$ cat config.mk
export PLATFORM = sky130hd
export DESIGN_NAME = muldiv_ctrl_flat
export DESIGN_NICKNAME = d
export VERILOG_FILES = /design/src/rtl/muldiv_ctrl_if.sv /design/src/rtl/muldiv_ctrl.sv /design/src/flat_wrapper.sv
export SDC_FILE = /design/constraint.sdc
export NUM_CORES = 1
export LEC_CHECK = 0
export ABC_CLOCK_PERIOD_IN_PS = 5900
export CORE_MARGIN = 2
export CORE_UTILIZATION = 45
export DETAILED_ROUTE_END_ITERATION = 16
export PLACE_DENSITY = 0.71
export SLEW_MARGIN = 10
export SYNTH_ARGS = -nofsm -noshare
export SYNTH_HDL_FRONTEND = slang
export SYNTH_SLANG_ARGS = --single-unit
$ cat constraint.sdc
create_clock -name clk_i -period 5.9 [get_ports clk_i]
set_clock_uncertainty 0.15 [all_clocks]
set_input_delay 1.18 -clock clk_i [delete_from_list [all_inputs] [get_ports clk_i]]
set_output_delay 1.18 -clock clk_i [all_outputs]
set_load 0.02 [all_outputs]
$ cat src/rtl/muldiv_ctrl_if.sv
// muldiv_ctrl_if: execute-side request/response bundle for the M-extension sequencer.
interface muldiv_ctrl_if #(parameter int XLEN = 32);
    logic            start_i;
    logic [2:0]      funct3_i;
    logic [XLEN-1:0] rs1_i;
    logic [XLEN-1:0] rs2_i;
    logic            kill_i;
    logic            busy_o;
    logic            done_o;
    logic [XLEN-1:0] result_o;
    modport master (output start_i, funct3_i, rs1_i, rs2_i, kill_i, input busy_o, done_o, result_o);
    modport slave (input start_i, funct3_i, rs1_i, rs2_i, kill_i, output busy_o, done_o, result_o);
endinterface

$ cat src/rtl/muldiv_ctrl.sv
// muldiv_ctrl: RV32M sequencer running radix-2 shift-add multiply / restoring divide on operand magnitudes,
// with single-cycle completion of zero, divide-by-zero and signed-overflow cases.
module muldiv_ctrl #(
    parameter int XLEN = 32,
    parameter int ITER = XLEN
) (
    input  logic         clk_i,
    input  logic         reset_i,
    muldiv_ctrl_if.slave io
);
    typedef enum logic [1:0] {IDLE, RUN, SIGN, DONE} state_t;
    localparam int CW = $clog2(ITER);
    localparam logic [XLEN-1:0] MIN = {1'b1, {(XLEN-1){1'b0}}};
    state_t            state_q, state_d;
    logic [CW-1:0]     cnt_q, cnt_d;
    logic [2:0]        op_q, op_d;
    logic              neg_q, neg_d;
    logic [XLEN-1:0]   opd_q, opd_d, result_q, result_d;
    logic [2*XLEN-1:0] acc_q, acc_d;
    logic              accept, is_div, sgn_a, sgn_b, b_zero, ovf, special, div_ge;
    logic [XLEN-1:0]   mag_a, mag_b, spec_res, div_sub, quo, rem;
    logic [XLEN:0]     mul_sum, div_shift;
    logic [2*XLEN-1:0] prod;
    always_ff @(posedge clk_i or posedge reset_i) begin
        if (reset_i) begin
            state_q  <= IDLE;
            cnt_q    <= '0;
            op_q     <= '0;
            neg_q    <= 1'b0;
            opd_q    <= '0;
            acc_q    <= '0;
            result_q <= '0;
        end else begin
            state_q  <= state_d;
            cnt_q    <= cnt_d;
            op_q     <= op_d;
            neg_q    <= neg_d;
            opd_q    <= opd_d;
            acc_q    <= acc_d;
            result_q <= result_d;
        end
    end
    always_comb begin
        state_d = io.kill_i ? IDLE :
                  state_q == IDLE ? (accept ? (special ? DONE : RUN) : IDLE) :
                  state_q == RUN  ? (cnt_q == CW'(ITER - 1) ? SIGN : RUN) :
                  state_q == SIGN ? DONE : IDLE;
    end
    always_comb begin
        accept   = state_q == IDLE && io.start_i && !io.kill_i;
        is_div   = io.funct3_i[2];
        sgn_a    = !(io.funct3_i inside {3'b011, 3'b101, 3'b111});
        sgn_b    = io.funct3_i inside {3'b000, 3'b001, 3'b100, 3'b110};
        mag_a    = (sgn_a && io.rs1_i[XLEN-1]) ? -io.rs1_i : io.rs1_i;
        mag_b    = (sgn_b && io.rs2_i[XLEN-1]) ? -io.rs2_i : io.rs2_i;
        b_zero   = io.rs2_i == '0;
        ovf      = !io.funct3_i[0] && io.rs1_i == MIN && io.rs2_i == '1;
        special  = is_div ? (b_zero || ovf) : (io.rs1_i == '0 || b_zero);
        spec_res = !is_div ? '0 : b_zero ? (io.funct3_i[1] ? io.rs1_i : '1) : (io.funct3_i[1] ? '0 : MIN);
        // acc holds {product hi, multiplier lo} for multiply and {remainder, dividend/quotient} for divide
        mul_sum   = {1'b0, acc_q[2*XLEN-1:XLEN]} + {1'b0, opd_q & {XLEN{acc_q[0]}}};
        div_shift = {acc_q[2*XLEN-1:XLEN], acc_q[XLEN-1]};
        div_ge    = div_shift >= {1'b0, opd_q};
        div_sub   = div_shift[XLEN-1:0] - opd_q;
        prod      = neg_q ? -acc_q : acc_q;
        quo       = neg_q ? -acc_q[XLEN-1:0] : acc_q[XLEN-1:0];
        rem       = neg_q ? -acc_q[2*XLEN-1:XLEN] : acc_q[2*XLEN-1:XLEN];
        op_d      = op_q;
        neg_d     = neg_q;
        opd_d     = opd_q;
        acc_d     = acc_q;
        cnt_d     = cnt_q;
        result_d  = result_q;
        if (accept) begin
            op_d     = io.funct3_i;
            neg_d    = (sgn_b && io.funct3_i != 3'b110) ? io.rs1_i[XLEN-1] ^ io.rs2_i[XLEN-1] : sgn_a & io.rs1_i[XLEN-1];
            opd_d    = is_div ? mag_b : mag_a;
            acc_d    = {{XLEN{1'b0}}, is_div ? mag_a : mag_b};
            cnt_d    = '0;
            result_d = special ? spec_res : result_q;
        end else if (state_q == RUN && !io.kill_i) begin
            acc_d = op_q[2] ? (div_ge ? {div_sub, acc_q[XLEN-2:0], 1'b1} : {acc_q[2*XLEN-2:0], 1'b0})
                            : {mul_sum, acc_q[XLEN-1:1]};
            cnt_d = cnt_q + 1'b1;
        end else if (state_q == SIGN && !io.kill_i) begin
            result_d = !op_q[2] ? (op_q[1:0] == 2'b00 ? prod[XLEN-1:0] : prod[2*XLEN-1:XLEN])
                                : (op_q[1] ? rem : quo);
        end
    end
    always_comb begin
        io.busy_o   = state_q != IDLE;
        io.done_o   = state_q == DONE;
        io.result_o = result_q;
    end
endmodule

$ cat src/flat_wrapper.sv
// flat-port wrapper written by rule: the top's interface ports become plain ports
module muldiv_ctrl_flat 
#(
    parameter int XLEN = 32,
    parameter int ITER = XLEN
)
  (clk_i, reset_i, io_start_i, io_funct3_i, io_rs1_i, io_rs2_i, io_kill_i, io_busy_o, io_done_o, io_result_o);
  muldiv_ctrl_if #(.XLEN(XLEN)) io_i ();
  input  logic clk_i;
  input  logic reset_i;
  input wire logic [$bits(io_i.start_i)-1:0] io_start_i;
  input wire logic [$bits(io_i.funct3_i)-1:0] io_funct3_i;
  input wire logic [$bits(io_i.rs1_i)-1:0] io_rs1_i;
  input wire logic [$bits(io_i.rs2_i)-1:0] io_rs2_i;
  input wire logic [$bits(io_i.kill_i)-1:0] io_kill_i;
  output wire logic [$bits(io_i.busy_o)-1:0] io_busy_o;
  output wire logic [$bits(io_i.done_o)-1:0] io_done_o;
  output wire logic [$bits(io_i.result_o)-1:0] io_result_o;
  assign io_i.start_i = io_start_i;
  assign io_i.funct3_i = io_funct3_i;
  assign io_i.rs1_i = io_rs1_i;
  assign io_i.rs2_i = io_rs2_i;
  assign io_i.kill_i = io_kill_i;
  assign io_busy_o = io_i.busy_o;
  assign io_done_o = io_i.done_o;
  assign io_result_o = io_i.result_o;
  muldiv_ctrl #(.XLEN(XLEN), .ITER(ITER)) u_core (.clk_i(clk_i), .reset_i(reset_i), .io(io_i));
endmodule
---- After elaboration in Yosys (flattened, before gate mapping) ----
Cells that the tools add are included.
operators by class
  eq/ne operators ......................... 15
  add/sub/neg operators ................... 8
  multiply operators ...................... 0
  div/mod/pow operators ................... 0
  shift operators ......................... 0
  bitwise logic cells ..................... 3
  mux-type cells .......................... 33
  reduce and logical (&&, ||, !) cells .... 25
  order comparisons ....................... 1
operator list
  kind                                           count
  two-way mux 32 bit                             17
  two-way mux 64 bit                             5
  negator 32 bit                                 4
  == test 32 bit, second input constant          2
  logical NOT 32 bit                             2
  negator 64 bit                                 1
  adder 32 x 32 -> 33 bit                        1
  greater-or-equal comparator 33 x 32 -> 1 bit   1
  AND 32 bit                                     1
  subtractor 32 bit                              1
  two-way mux 2 bit                              7
  == test 3 bit, second input constant           4
  two-way mux 5 bit                              2
  logical AND 1 bit                              9
  nonzero test 2 bit                             3
  adder 5 x 1 -> 5 bit, second input constant    1
  == test 5 bit, second input constant           1
  == test 2 bit, second input constant           2
  logical NOT 2 bit                              2
  nonzero test 4 bit                             1
  == test 3 x 1 -> 1 bit, second input constant  1
  == test 3 x 2 -> 1 bit, second input constant  1
  logical NOT 1 bit                              3
  logical NOT 3 bit                              1
  other kinds (10)                               12
word-level totals
  output and inout bits ................... 34
  bits of input ports ..................... 71
  bits in latches ......................... 0
  memory bits (writable) .................. 0
  memories kept ........................... 0
  ROM bits ................................ 0
  word-level logic and storage cells ...... 92
  flip-flop bits (word level) ............. 139

---- Depth between registers and ports, before layout ----
Gate-level depths: netlist (run 1).
  depth in word-level cells ............... 9
  gate-level depth with buffers ........... 15
  gate-level depth less buffers ........... 13

---- Worst setup path before layout (run 1) ----
Ideal clock, no wire load.
  kind .................................... input-to-reg
  start point ............................. input port io_rs2_i[20]
  end point ............................... register u_core.result_q[11] (netlist: u_core.io.result_o[11])
  path slack .............................. 1.787 ns
  library setup time ...................... 0.125 ns
  cell stages on the path ................. 10
  arrival ................................. 3.838 ns
  path buffers ............................ 2
  required time ........................... 5.625 ns
  path through ............................ or4_1 > or3_1 > or4b_1 > nor3_1 > a311o_1 > nand2_1 > or2_2 > clkbuf_1 > buf_2 > mux2_2
on the way
  longest elaborated chain between the ends .. 6
  elaborated cells between the ends (all ways) .. 12
  classes of those cells .................. eq/ne: 2; mux: 5; reduce/logical: 5
RTL lines
  item                           line                RTL
  start, declared                flat_wrapper.sv:14  input wire logic [$bits(io_i.rs2_i)-1:0] io_rs2_i;
  == test 32 bit                 muldiv_ctrl.sv:57   ovf = !io.funct3_i[0] && io.rs1_i == MIN && io.rs2_i == '1;
  logical AND 1 bit              muldiv_ctrl.sv:57
  logical OR 1 bit               muldiv_ctrl.sv:58   special = is_div ? (b_zero || ovf) : (io.rs1_i == '0 || b_zero);
  two-way mux 1 bit              muldiv_ctrl.sv:58
  != test 2 bit (no line)        n/a
  AND reduction 3 bit (no line)  n/a
  end signal, assigned           muldiv_ctrl.sv:40   result_q <= result_d;
  end, declared                  muldiv_ctrl.sv:18   logic [XLEN-1:0] opd_q, opd_d, result_q, result_d;
Several ways; a longest one is shown, not always the timed one. The select of a mux whose other input is x is not followed.
A chain may end at the register's enable or synchronous reset.

---- Worst setup path in the final report (run 1) ----
  start point ............................. register u_core.acc_q[0]
  end point ............................... register u_core.acc_q[61]
on the way
  longest elaborated chain between the ends .. 5
RTL lines
  item                     line               RTL
  start, declared          muldiv_ctrl.sv:19  logic [2*XLEN-1:0] acc_q, acc_d;
  start signal, assigned   muldiv_ctrl.sv:31  acc_q <= '0;
  start signal, assigned   muldiv_ctrl.sv:39  acc_q <= acc_d;
  AND 32 bit               muldiv_ctrl.sv:61  mul_sum = {1'b0, acc_q[2*XLEN-1:XLEN]} + {1'b0, opd_q & {XLEN{acc_q[0]}}};
  adder 32 x 32 -> 33 bit  muldiv_ctrl.sv:61
  two-way mux 64 bit       muldiv_ctrl.sv:82  acc_d = op_q[2] ? (div_ge ? {div_sub, acc_q[XLEN-2:0], 1'b1} : {acc_q[2*XLEN-2:0], 1'b0})
  two-way mux 64 bit       muldiv_ctrl.sv:81  end else if (state_q == RUN && !io.kill_i) begin
  two-way mux 64 bit       muldiv_ctrl.sv:74  if (accept) begin
Every way passes these cells. The select of a mux whose other input is x is not followed.

==> results of run 1 <==
-- cell type report --
class                   instances  share of cell area [%]
multi-input cells            1701                    63.9
clock buffers                  18                    2.58
repair buffers                133                    7.36
clock inverters                14                   0.800
flip-flops and latches        139                    20.4
inverters                      75                    1.68
well taps                     448                    3.29
-- power by group through the flow --
stage | sequential (mW) | clock [mW] | combinational, mW
after floorplan | 1.37 | 0 | 3.57
after global routing | 1.80 | 1.13 | 5.07
after detailed placement | 1.77 | 0 | 4.48
after CTS | 1.76 | 1.09 | 4.52
after global placement | 1.76 | 0 | 4.44
final | 1.80 | 1.09 | 4.63
-- sequential cells by signal, summed over array words and instances, names as in the netlist --
| name | count |
|---|---|
| u_core.state_q | 2 |
| u_core.opd_q | 32 |
| u_core.neg_q | 1 |
| u_core.io.result_o | 32 |
| u_core.acc_q | 64 |
| u_core.op_q | 3 |
| u_core.cnt_q | 5 |
-- per-stage QoR --
step,hold slack (ns),power [mW]
final,0.328,7.52
after detailed placement,0.321,6.25
after global placement,0.314,6.20
after CTS,0.336,7.36
after floorplan,0.300,4.95
after global routing,0.355,8.00
-- critical path, stage by stage, from the launching register on --
cell and delay (ns):
dfrtp_1 0.57, inv_1 0.10, buf_4 0.21, nor2_1 0.12, ha_1 0.27, o21ai_0 0.17, a21oi_1 0.10, o31ai_1 0.49
o21ai_1 0.40, a2111oi_0 0.73, nor2_1 0.24, a2111oi_0 0.51, buf_4 0.22, xnor2_1 0.06, a221o_1 0.31
-- kinds of logic after synthesis --
| logic type | after synthesis | share of synthesized area (%) |
|---|---|---|
| adders and majority gates | 73 | 6.11 |
| and+or+nand+nor | 677 | 21.3 |
| xor gates and xnor gates | 183 | 10.6 |
| AOI/OAI and AO/OA | 703 | 28.9 |
| muxes | 65 | 4.59 |
| buffers and inverters | 225 | 5.68 |
| DFF | 139 | 22.9 |
-- routing by layer --
| metal | vias up | share of wire (%) | GRT usage, % |
|---|---|---|---|
| li1 | 7506 | - | - |
| met1 | 7729 | 41 | 44.7 |
| met2 | 988 | 42 | 50.5 |
| met3 | 184 | 11 | 7.37 |
| met4 | 0 | 5.5 | 16.9 |
| met5 | - | 0 | 0 |
-- cells in the mapped netlist, drive strengths merged (6+ instances only) --
master,instances
o22ai,14
clkbuf,133
nor2,180
or3,22
nor4,20
or2,12
ha,71
o21bai,6
a22oi,14
buf,17
a221oi,7
nand3,32
nor3b,6
o21ai,221
a21o,41
and2,12
o21a,12
or4,20
nand2b,24
nand2,239
nand4,22
o31ai,38
and3,17
inv,74
o221ai,10
mux2i,55
mux2,7
o211ai,59
a21oi,176
o41ai,16
a31oi,19
xnor2,108
dfrtp,139
nor3,36
xor2,75
a211oi,22
nor2b,13
a221o,8
-- worst max-delay path by stage --
stage                             endpoint  cells past startpoint       startpoint
floorplan                  u_core.acc_q[0]                      1          reset_i
global placement    u_core.io.result_o[11]                      9     io_rs2_i[20]
detailed placement   u_core.io.result_o[3]                      9     io_rs2_i[20]
CTS                       u_core.acc_q[61]                     14  u_core.acc_q[0]
global route              u_core.acc_q[61]                     14  u_core.acc_q[0]
finish                    u_core.acc_q[61]                     14  u_core.acc_q[0]
==> impl_metrics.env, run 1 <==
export IMPL_drt_iter0_markers=2078
export IMPL_multi_input_area_um2=10900
export IMPL_combPwrFrac_pct=61.7
export IMPL_dp_cells=2496
export IMPL_internal_power_mw=3.60
export IMPL_netlist_cell_type_count=79
export IMPL_die_h_um=188
export IMPL_yosysTopAreaCellShare_pct=22.9
export IMPL_diodes=0
export IMPL_cap_violations=0
export IMPL_reg2regPathDepth=14
export IMPL_synth_edf_count=0
export IMPL_rows=67
export IMPL_slew_headroom_pct=28.4
export IMPL_tightest_slew_ns=1.07
export IMPL_pwr_share_clk_pct=14.4
export IMPL_layout_common_cells="nand2_1, o21ai_0, nor2_1, a21oi_1, dfrtp_1"
export IMPL_grt_pass1_vias=15300
export IMPL_timing_final_crit_share_pct=80.7
export IMPL_ys_seq_area_share_pct=22.9
export IMPL_p_sw_mw=3.92
export IMPL_crit_required_ns=6.08
export IMPL_finalMaxSlewViolations=0
export IMPL_gp_congestion=0.986
export IMPL_start_util_pct=45.5
export IMPL_die_w_um=188
export IMPL_cts_tree="done"
export IMPL_worst_path_max_fanout=15
export IMPL_dp_slack_ns=0.844
export IMPL_synth_flop_cell="dfrtp_1"
export IMPL_drt_vias_per_instance=6.49
export IMPL_grt_overflow=0
export IMPL_synthCells=2065
export IMPL_wl_mm=59.8
export IMPL_reg2reg_slack_ns=1.14
export IMPL_async_reset_ff_share_pct=100
export IMPL_vias=16400
export IMPL_grt_pass1_wl_mm=90.3
export IMPL_antenna_found_initial=0
export IMPL_setup_viol=0
export IMPL_rsz0062_at_grt="false"
export IMPL_synth_top_area_cell="dfrtp_1"
export IMPL_finalNetCount=2211
export IMPL_coreArea_um2=33400
export IMPL_area_growth_pct=12.2
export IMPL_clock_root_buffer="clkbuf_16"
export IMPL_whs_path_depth=2
export IMPL_syn_nets=2209
export IMPL_final_hold_violation_count=0
export IMPL_ant_nets=0
export IMPL_grt_usage_pct=33.3
export IMPL_holdBufCountCts=0
export IMPL_finalWorstSetupSlack_ns=1.14
export IMPL_min_period_ns=4.76
export IMPL_numCtsBuffers=17
export IMPL_whs_endpoint="u_core.io.result_o[22]"
export IMPL_portBuffers=104
export IMPL_die_area_um2=35200
export IMPL_dp_hpwl_mm=45.5
export IMPL_worstHoldPathType="reg -> reg"
export IMPL_cts_sinks=139
export IMPL_fin_cells=2528
export IMPL_arrival_ns=4.94
export IMPL_layout_commonest_cell="nand2_1"
export IMPL_total_leakage_power_nw=7.03
export IMPL_status="complete, no violations"
export IMPL_regArea_um2=3480
export IMPL_final_core_util_pct=51.1
export IMPL_grt_max_degree=87
export IMPL_r2r_end="u_core.acc_q[61]"
export IMPL_swShare_pct=52.2
export IMPL_ys_ff_latch=139
export IMPL_nFillCells=3362
export IMPL_ir_worst_vdd_mv=0.290
export IMPL_wire_per_inst_um=23.7
export IMPL_drc=0
export IMPL_holdCritStartpoint="u_core.io.result_o[22]"
export IMPL_clock_tree_buffer_depth=2
export IMPL_io_pins=105
export IMPL_p_per_area_nw_per_um2=441
export IMPL_htreeDepth=4
export IMPL_final_setup_tns_ns=0
export IMPL_yosys_top_cells_area="dfrtp_1, o21ai_0, xnor2_1"
export IMPL_r2r_start="u_core.acc_q[0]"
export IMPL_seqPwrFrac_pct=23.9
export IMPL_end_kind="flip-flop"
export IMPL_first_pass_iters=6
export IMPL_yosys_warnings=0
export IMPL_path_class="reg -> reg"
export IMPL_place_area_um2=16500
export IMPL_avgSynthCellArea_um2=7.35
export IMPL_fmax_mhz=210
export IMPL_worstSkewPairLatency_ns=0.45
export IMPL_cts_resized=0
export IMPL_netlist_area_um2=15200
export IMPL_stdcell_area_um2=17000
export IMPL_cts_setup_buffers=0
export IMPL_cts_clk_slew_worst_paths_ns=0.07
export IMPL_drive_gt1_share_pct=5.34
export IMPL_critPathLaunchType="flip-flop"
Power figures use the tool's default switching activity.
==> run 2: changes to the inputs <==
ABC_CLOCK_PERIOD_IN_PS = 4800   (was 5900)
clock period = 4.8 ns   (was 5.9 ns; I/O delays follow)
==> impl_metrics.env, run 2 (synthesis gave the netlist of run 1 again) <==
export IMPL_worstHoldPathType="reg -> reg"
export IMPL_first_pass_iters=6
export IMPL_path_buf_inv=3
export IMPL_reg2regPathDepth=15
export IMPL_final_hold_violation_count=0
export IMPL_grt_max_degree=140
export IMPL_vias=16500
export IMPL_path_class="reg -> reg"
export IMPL_cts_resized=0
export IMPL_ir_worst_vdd_mv=0.340
export IMPL_worst_path_max_fanout=6
export IMPL_antenna_found_initial=1
export IMPL_holdBufCountCts=0
export IMPL_numCtsBuffers=17
export IMPL_min_period_ns=4.27
export IMPL_grt_overflow=0
export IMPL_start_util_pct=45.5
export IMPL_layout_commonest_cell="nand2_1"
export IMPL_grt_usage_pct=34.0
export IMPL_cts_clk_slew_worst_paths_ns=0.08
export IMPL_critPathMaxStageDelay_ns=0.49
export IMPL_crit_required_ns=4.99
export IMPL_worstSkewPairLatency_ns=0.45
export IMPL_die_area_um2=35200
export IMPL_dp_hpwl_mm=46.1
export IMPL_cts_tree="done"
export IMPL_area_growth_pct=14.0
export IMPL_drt_vias_per_instance=6.43
export IMPL_grt_pass1_wl_mm=92.3
export IMPL_status="complete, no violations"
export IMPL_total_leakage_power_nw=7.21
export IMPL_tightest_slew_ns=0.982
export IMPL_p_per_area_nw_per_um2=544
export IMPL_cap_violations=0
export IMPL_largest_register_ffs=64
export IMPL_critPathLaunchType="flip-flop"
export IMPL_fmax_mhz=234
export IMPL_finalWorstSetupSlack_ns=0.528
export IMPL_finalMaxSlewViolations=0
export IMPL_arrival_ns=4.46
export IMPL_rsz0062_at_grt="false"
export IMPL_gp_congestion=0.996
export IMPL_wire_per_inst_um=23.6
export IMPL_end_kind="flip-flop"
export IMPL_drc=0
export IMPL_fin_cells=2562
export IMPL_drive_gt1_share_pct=6.77
export IMPL_dp_cells=2529
export IMPL_slew_headroom_pct=34.4
export IMPL_cp_top_family="compound AO/OA/AOI/OAI gates"
export IMPL_die_w_um=188
export IMPL_setup_viol=0
export IMPL_whs_path_depth=2
export IMPL_cts_setup_buffers=0
export IMPL_coreArea_um2=33400
export IMPL_dp_slack_ns=0.261
export IMPL_clock_root_buffer="clkbuf_16"
export IMPL_crit_chain="and2_1 -> ha_1 -> inv_1 -> fa_1 -> nand2b_1 -> a21oi_1 -> o31ai_1 -> o21ai_1 -> a2111oi_0 -> buf_4 -> nor2_1 -> a2111oi_0 -> buf_4 -> xnor2_1 -> a221o_1"
export IMPL_final_setup_tns_ns=0
export IMPL_htreeDepth=4
export IMPL_drt_iter0_markers=2035
export IMPL_whs_ns=0.328
export IMPL_grt_pass1_vias=15400
export IMPL_die_h_um=188
export IMPL_wl_mm=60.5
export IMPL_rows=67
export IMPL_cp_depth=15
export IMPL_cts_sinks=139
export IMPL_layout_common_cells="nand2_1, o21ai_0, nor2_1, a21oi_1, dfrtp_1"
export IMPL_ant_nets=0
export IMPL_io_pins=105
export IMPL_portBuffers=104
export IMPL_crit_slowest_cell="o31ai_1"
export IMPL_top_register="u_core.acc_q"
export IMPL_timing_final_crit_share_pct=89.0
export IMPL_finalNetCount=2244
export IMPL_clock_tree_buffer_depth=2
[run 2: cell types whose count changed in the layout (fill, tap and decap cells not counted), sizes merged]
cell | before | now
buf | 30 | 63
clkbuf | 18 | 17
clkinv | 7 | 5
diode | 0 | 1
inv | 79 | 82
[run 2: tightest hold or removal path, cell delays in order (launching register included)]
cell and delay, ns:
dfrtp_1 0.34, nand2_1 0.04, o21ai_0 0.06
[run 2: stage by stage]
stage	power [mW]	utilization, %	area (um^2)
2_1_floorplan	6.08	-	15200
3_3_place_gp	7.76	50.2	16700
3_5_place_dp	7.82	50.2	16700
4_1_cts	9.22	51.9	17300
5_1_grt	10.0	51.9	17300
6_report	9.42	51.9	17300
[run 2: power by group]
group | switching [mW] | total, mW | internal [mW] | leakage [nW]
combinational | 3.72 | 6.07 | 2.35 | 5.13
sequential | 0.554 | 1.99 | 1.43 | 1.80
clock | 0.628 | 1.36 | 0.733 | 0.285
total | 4.90 | 9.42 | 4.52 | 7.21
[run 2: area by class of cell]
| type | count | area (um^2) |
|---|---|---|
| multi-input combinational | 1701 | 10900 |
| antenna | 1 | 2.50 |
| clock inverter | 15 | 151 |
| clock buffer | 17 | 425 |
| sequential | 139 | 3480 |
| inverter | 75 | 285 |
| tap | 448 | 561 |
| timing repair buffer | 166 | 1530 |
| fill | 3265 | 16000 |
[run 2: worst paths after layout]
path | start | to | slack [ns]
min | u_core.io.result_o[18] | u_core.io.result_o[18] | 0.33
max | u_core.opd_q[0] | u_core.acc_q[61] | 0.53
min reg2reg | u_core.io.result_o[18] | u_core.io.result_o[18] | 0.33
max reg2reg | u_core.opd_q[0] | u_core.acc_q[61] | 0.53
max in group asynchronous | reset_i | u_core.neg_q | 2.89
min in group asynchronous | reset_i | u_core.io.result_o[23] | 0.93
[run 2: metal layers]
metal | wire length, um | global-route usage, % | vias to the layer above
li1 | - | - | 7580
met1 | 24100 | 44.3 | 7726
met2 | 25500 | 50.7 | 980
met3 | 7370 | 9.90 | 183
met4 | 3460 | 18.3 | 2
met5 | 13 | 0 | -
